File: src/rtl/cpu_defs.sv
// Definitions shared by the 16-bit CPU, its issue stage and their benches:
// instruction width, end-of-program marker and sequencer state encoding.
package cpu_defs;

    localparam int DATA_W = 16;
    localparam logic [DATA_W-1:0] HALT_WORD = 16'hFFFF;

    typedef enum logic [2:0] {
        S_IDLE   = 3'd0,
        S_FETCH  = 3'd1,
        S_WAIT   = 3'd2,
        S_ISSUE  = 3'd3,
        S_EXEC   = 3'd4,
        S_HALTED = 3'd5,
        S_ERROR  = 3'd6
    } seq_state_t;

endpackage

File: src/rtl/exec_watchdog.sv
// Counts EXEC cycles spent waiting for the CPU; terminal marks the cycle in
// which the count steps onto TIMEOUT-1.
module exec_watchdog #(
    parameter int TIMEOUT = 64
) (
    input  logic clk,
    input  logic resetn,
    input  logic clear,
    input  logic enable,
    output logic terminal
);

    localparam int CW = $clog2(TIMEOUT);
    localparam logic [CW-1:0] LAST = CW'(TIMEOUT - 1);
    localparam logic [CW-1:0] PRE  = CW'(TIMEOUT - 2);

    logic [CW-1:0] count;

    always_ff @(posedge clk or negedge resetn) begin
        if (!resetn) begin
            count <= '0;
        end else if (clear) begin
            count <= '0;
        end else if (enable && count != LAST) begin
            count <= count + CW'(1);
        end
    end

    assign terminal = enable && (count == PRE);

endmodule

File: src/rtl/program_sequencer.sv
// Instruction-issue stage: fetches words from a synchronous ROM, hands each to
// the CPU with a one-cycle run strobe and waits for Done before the next fetch.
module program_sequencer #(
    parameter int ADDR_W = 8,
    parameter int DATA_W = cpu_defs::DATA_W,
    parameter int TIMEOUT = 64,
    parameter logic [DATA_W-1:0] HALT_WORD = cpu_defs::HALT_WORD
) (
    input  logic              clk,
    input  logic              resetn,
    input  logic              start,
    output logic              mem_en,
    output logic [ADDR_W-1:0] mem_addr,
    input  logic [DATA_W-1:0] mem_rdata,
    output logic [DATA_W-1:0] din,
    output logic              run,
    input  logic              Done,
    output logic [ADDR_W-1:0] pc,
    output logic [15:0]       retired,
    output logic              busy,
    output logic              halted,
    output logic              error,
    output logic [2:0]        state
);

    import cpu_defs::*;

    // CPU handshake: run is a one-cycle strobe with din already stable; din
    // then holds until the edge after Done, and Done only counts in EXEC.

    seq_state_t state_q, state_d;
    logic [ADDR_W-1:0] pc_q;
    logic [DATA_W-1:0] din_q;
    logic [15:0]       retired_q;

    logic restart, pc_inc, din_ld, retire, wd_clear, wd_en, wd_terminal;

    exec_watchdog #(
        .TIMEOUT (TIMEOUT)
    ) u_watchdog (
        .clk      (clk),
        .resetn   (resetn),
        .clear    (wd_clear),
        .enable   (wd_en),
        .terminal (wd_terminal)
    );

    always_ff @(posedge clk or negedge resetn) begin
        if (!resetn) begin
            state_q <= S_IDLE;
        end else begin
            state_q <= state_d;
        end
    end

    always_comb begin
        state_d  = state_q;
        restart  = 1'b0;
        pc_inc   = 1'b0;
        din_ld   = 1'b0;
        retire   = 1'b0;
        wd_clear = 1'b0;
        wd_en    = 1'b0;
        case (state_q)
            S_IDLE, S_HALTED, S_ERROR: begin
                if (start) begin
                    restart = 1'b1;
                    state_d = S_FETCH;
                end
            end
            S_FETCH: state_d = S_WAIT;
            S_WAIT: begin
                if (mem_rdata == HALT_WORD) begin
                    state_d = S_HALTED;
                end else begin
                    din_ld  = 1'b1;
                    state_d = S_ISSUE;
                end
            end
            S_ISSUE: begin
                wd_clear = 1'b1;
                state_d  = S_EXEC;
            end
            S_EXEC: begin
                // Done is checked first so it beats a coincident timeout.
                if (Done) begin
                    retire = 1'b1;
                    if (&pc_q) begin
                        state_d = S_HALTED;
                    end else begin
                        pc_inc  = 1'b1;
                        state_d = S_FETCH;
                    end
                end else begin
                    wd_en = 1'b1;
                    if (wd_terminal) begin
                        state_d = S_ERROR;
                    end
                end
            end
            default: state_d = S_IDLE;
        endcase
    end

    always_ff @(posedge clk or negedge resetn) begin
        if (!resetn) begin
            pc_q      <= '0;
            din_q     <= '0;
            retired_q <= '0;
        end else begin
            if (restart) begin
                pc_q      <= '0;
                retired_q <= '0;
            end else begin
                if (pc_inc) pc_q <= pc_q + ADDR_W'(1);
                if (retire) retired_q <= retired_q + 16'd1;
            end
            if (din_ld) din_q <= mem_rdata;
        end
    end

    assign mem_en   = (state_q == S_FETCH);
    assign run      = (state_q == S_ISSUE);
    assign busy     = (state_q == S_FETCH) || (state_q == S_WAIT) ||
                      (state_q == S_ISSUE) || (state_q == S_EXEC);
    assign halted   = (state_q == S_HALTED);
    assign error    = (state_q == S_ERROR);
    assign pc       = pc_q;
    assign mem_addr = pc_q;
    assign din      = din_q;
    assign retired  = retired_q;
    assign state    = state_q;

endmodule

File: config.mk
export PLATFORM = sky130hd
export DESIGN_NAME = program_sequencer
export DESIGN_NICKNAME = d
export VERILOG_FILES = /design/src/rtl/cpu_defs.sv /design/src/rtl/exec_watchdog.sv /design/src/rtl/program_sequencer.sv
export SDC_FILE = /design/constraint.sdc
export NUM_CORES = 1
export LEC_CHECK = 0
export CORE_UTILIZATION = 45
export DETAILED_ROUTE_END_ITERATION = 10
export PLACE_DENSITY = 0.76
export SYNTH_ARGS = -nofsm -noshare
export SYNTH_HDL_FRONTEND = slang
export SYNTH_HIERARCHICAL = 1
export SYNTH_SLANG_ARGS = --single-unit
File: constraint.sdc
create_clock -name clk -period 2.86 [get_ports clk]
set_clock_uncertainty 0.2 [all_clocks]
set_input_delay 0.572 -clock clk [delete_from_list [all_inputs] [get_ports clk]]
set_output_delay 0.572 -clock clk [all_outputs]
set_load 0.02 [all_outputs]
==> metrics.md <==
| Metric | Value |
|---|---|
| Data arrival, critical path | 1.94 ns |
| RSZ-0062 raised after global routing | false |
| Initial drt markers | 153 |
| Io pins | 76 |
| Fraction of registers with async set/reset | 1.00 |
| Pre-CTS WS | -0.0856 ns |
| Sequential fraction of the synthesis area | 0.450 |
| CTS sink count | 49 |
| Post-layout net count | 360 |
| Count of different cell masters after synthesis | 61 |
| Initial antenna violation count | 0 |
| Compound-cell area share of the yosys netlist | 0.116 |
| Mapped Area | 2730 sq um |
| Commonest non-fill, non-tap cell in the layout | clkdlybuf4s50_1 |
| Fin Setup TNS | 0 ns |
| Finished Layout Cells | 409 |
| Largest family of logic cells by synthesized area | simple AND/OR/NAND/NOR gates |
| Fin util | 0.637 |
| Fmax | 369 MHz |
| Avg Cell Area, Syn | 10.4 sq um |
| DR pass1 iterations | 4 |
| Final hold violation count | 0 |
| Hold WS | 0.0850 ns |
| Leading area contributor after synthesis | dfrtp_1 |
| Crit path capture type | output pin |
| Max VDD drop | 540 uV |
| Post-Syn Instances | 263 |
| EDFF count, synth | 0 |
| Syn_nets | 287 |
| CP Launch Type | register |
| Register area | 1230 sq um |
| #FFs+latches synth | 49 |
| Max_cap viols | 0 |
| Clock-pin slew on the worst setup and hold paths | 0.09 ns |
| Post-synth top area share | 0.450 |
| XOR/XNOR share of the synthesized area | 0.0514 |
| Main flop type after synthesis | dfrtp_1 |
| Crit Path Class | reg -> out |
| DRC violations left | 0 |
| Fillers | 484 |
| Slew @ Worst Pin | 0.643 ns |
| Synth warn | 6 |
| Clock Path Buffers | 2 |
| Global-route usage over all layers | 0.212 |
| Initial Util | 0.480 |
| Dpl cells | 401 |
| Reg2Reg Setup Slack | 0.35 ns |
| DR vias | 2290 |
| Critical Path Fanout Max | 9 |
| Root Driver | clkbuf_8 |
| Largest net degree at the start of global routing | 31 |
| Core area | 5680 sq um |
| CTS H-tree lvls | 2 |
| Relative slew slack | 0.571 |
| Pwr dens | 799 nW/um^2 |
| Area grow syn2layout | 32.7% |
| Commonest non-fill, non-tap cells in the layout | 74 x clkdlybuf4s50_1, 48 x dfrtp_1, 19 x nor2_1 |
| Vias in the first global route | 2249 |
| Final setup viols | 0 |
| Full die area | 6370 sq um |
| Final Slew Violations | 0 |
| Via density | 5.60 |
| Req. time, crit path | 2.09 ns |
| TritonCTS clock tree | built |
| Area share of fa/ha/maj cells after synthesis | 0.0184 |
| Leak Pwr | 1.52 nW |
| Routed Antenna Nets | 0 |
| Antenna fix cells | 0 |
| Status | finished clean |
| Final WS setup | 0.148 ns |
| Final worst-path cycle share | 0.948 |
| Drt total wl | 6.37 mm |
| Die Y | 79.8 um |
| GRT overflow | 0 |
| Fin crit period | 2.71 ns |
| Postcts setup bufs | 0 |
| Multiplexer share of the synthesized area | 0.0735 |
| Global-route wire length before repair | 10.5 mm |
| Die X-Extent | 79.8 um |
| Post-synthesis simple-gate area fraction | 0.223 |
| Worst Hold Class | in -> async |
| Port bufs | 75 |
| Multi-input gate area | 1320 sq um |
| DR WL/cell | 15.6 um |
| Detail Placement HPWL | 4.73 mm |
| TritonCTS Buffers | 5 |
| GP Congestion | 0.839 |
| Skew-Pair Late Insertion Delay | 0.31 ns |
| Area contributors post-synth | dfrtp_1 45%, mux2_2 6.2%, xor2_1 4.5%, buf_4 3.0%, nand4_1 2.8% |
| Share of post-route cells with drive strength above 1 | 0.154 |
| Number of core rows | 27 |
where the power goes:
group	leakage (nW)	internal, mW	switching (mW)	total, mW
Clock	0.0512	0.196	0.237	0.434
Sequential	0.639	0.856	0.139	0.995
Combinational	0.825	0.722	0.739	1.46
Total	1.52	1.77	1.12	2.89
worst paths after layout:
| path | startpoint | to | depth (start not counted) |
|---|---|---|---|
| max | state[0] | busy | 4 |
| min | resetn | mem_addr[7] | 1 |
| max reg2reg | state[2] | state[2] | 8 |
| min reg2reg | din[7] | din[7] | 1 |
| max in group asynchronous | resetn | state[2] | 2 |
| min in group clk | din[7] | din[7] | 1 |
flip-flops by register name, summed over array words and instances (netlist names):
signal,count
mem_addr,8
state,3
u_watchdog/count,6
retired,16
din,16
layer usage:
metal  part of all wire  GRT usage  routed length, um
met1               0.46      0.285               2950
met2               0.49      0.342               3130
met3              0.029     0.0366                184
met4              0.015     0.0732                 97
met5                  0          0                  0
critical path, stage by stage (launching register included):
cell	delay (ns)
dfrtp_1	0.49
buf_4	0.21
nor2_1	0.17
xnor2_1	0.14
clkdlybuf4s50_1	0.62
repair_timing:
action,in CTS,in global routing
resized for setup,0,2
hold buffers,0,0
hold endpoints to repair,0,0
endpoints found under the setup margin,0,2
stage by stage:
stage	cell area, sq um	power (mW)
3_5_place_dp	3510	2.46
3_3_place_gp	3510	2.43
2_1_floorplan	2730	1.89
4_1_cts	3610	2.90
6_report	3620	2.89
5_1_grt	3620	3.07
cell usage after synthesis (all sizes together), types with 3 or more instances:
master	count
a211oi	5
a21oi	13
a31oi	3
and2	5
and3	5
and4b	4
buf	21
dfrtp	49
ha	4
inv	9
mux2	16
nand2	13
nand3	8
nand4	13
nor2	19
nor3	8
o21ai	5
o31ai	3
or3	3
or3b	3
or4	4
xor2	14
area by class of cell:
class                           count  area share
Multi-Input combinational cell    182       0.365
Timing Repair Buffer               89       0.235
Clock inverter                      2     0.00380
Clock buffer                        6      0.0228
Tap cell                           72      0.0249
Inverter                            9     0.00934
Sequential cell                    49       0.339
logic make-up after synthesis:
group / after synthesis
muxes: 18
and+or+nand+nor: 99
xor gates and xnor gates: 16
DFF: 49
AOI/OAI and AO/OA: 45
adders and majority gates: 4
buffers and inverters: 32
No activity file was read; power rests on OpenSTA's default activity.
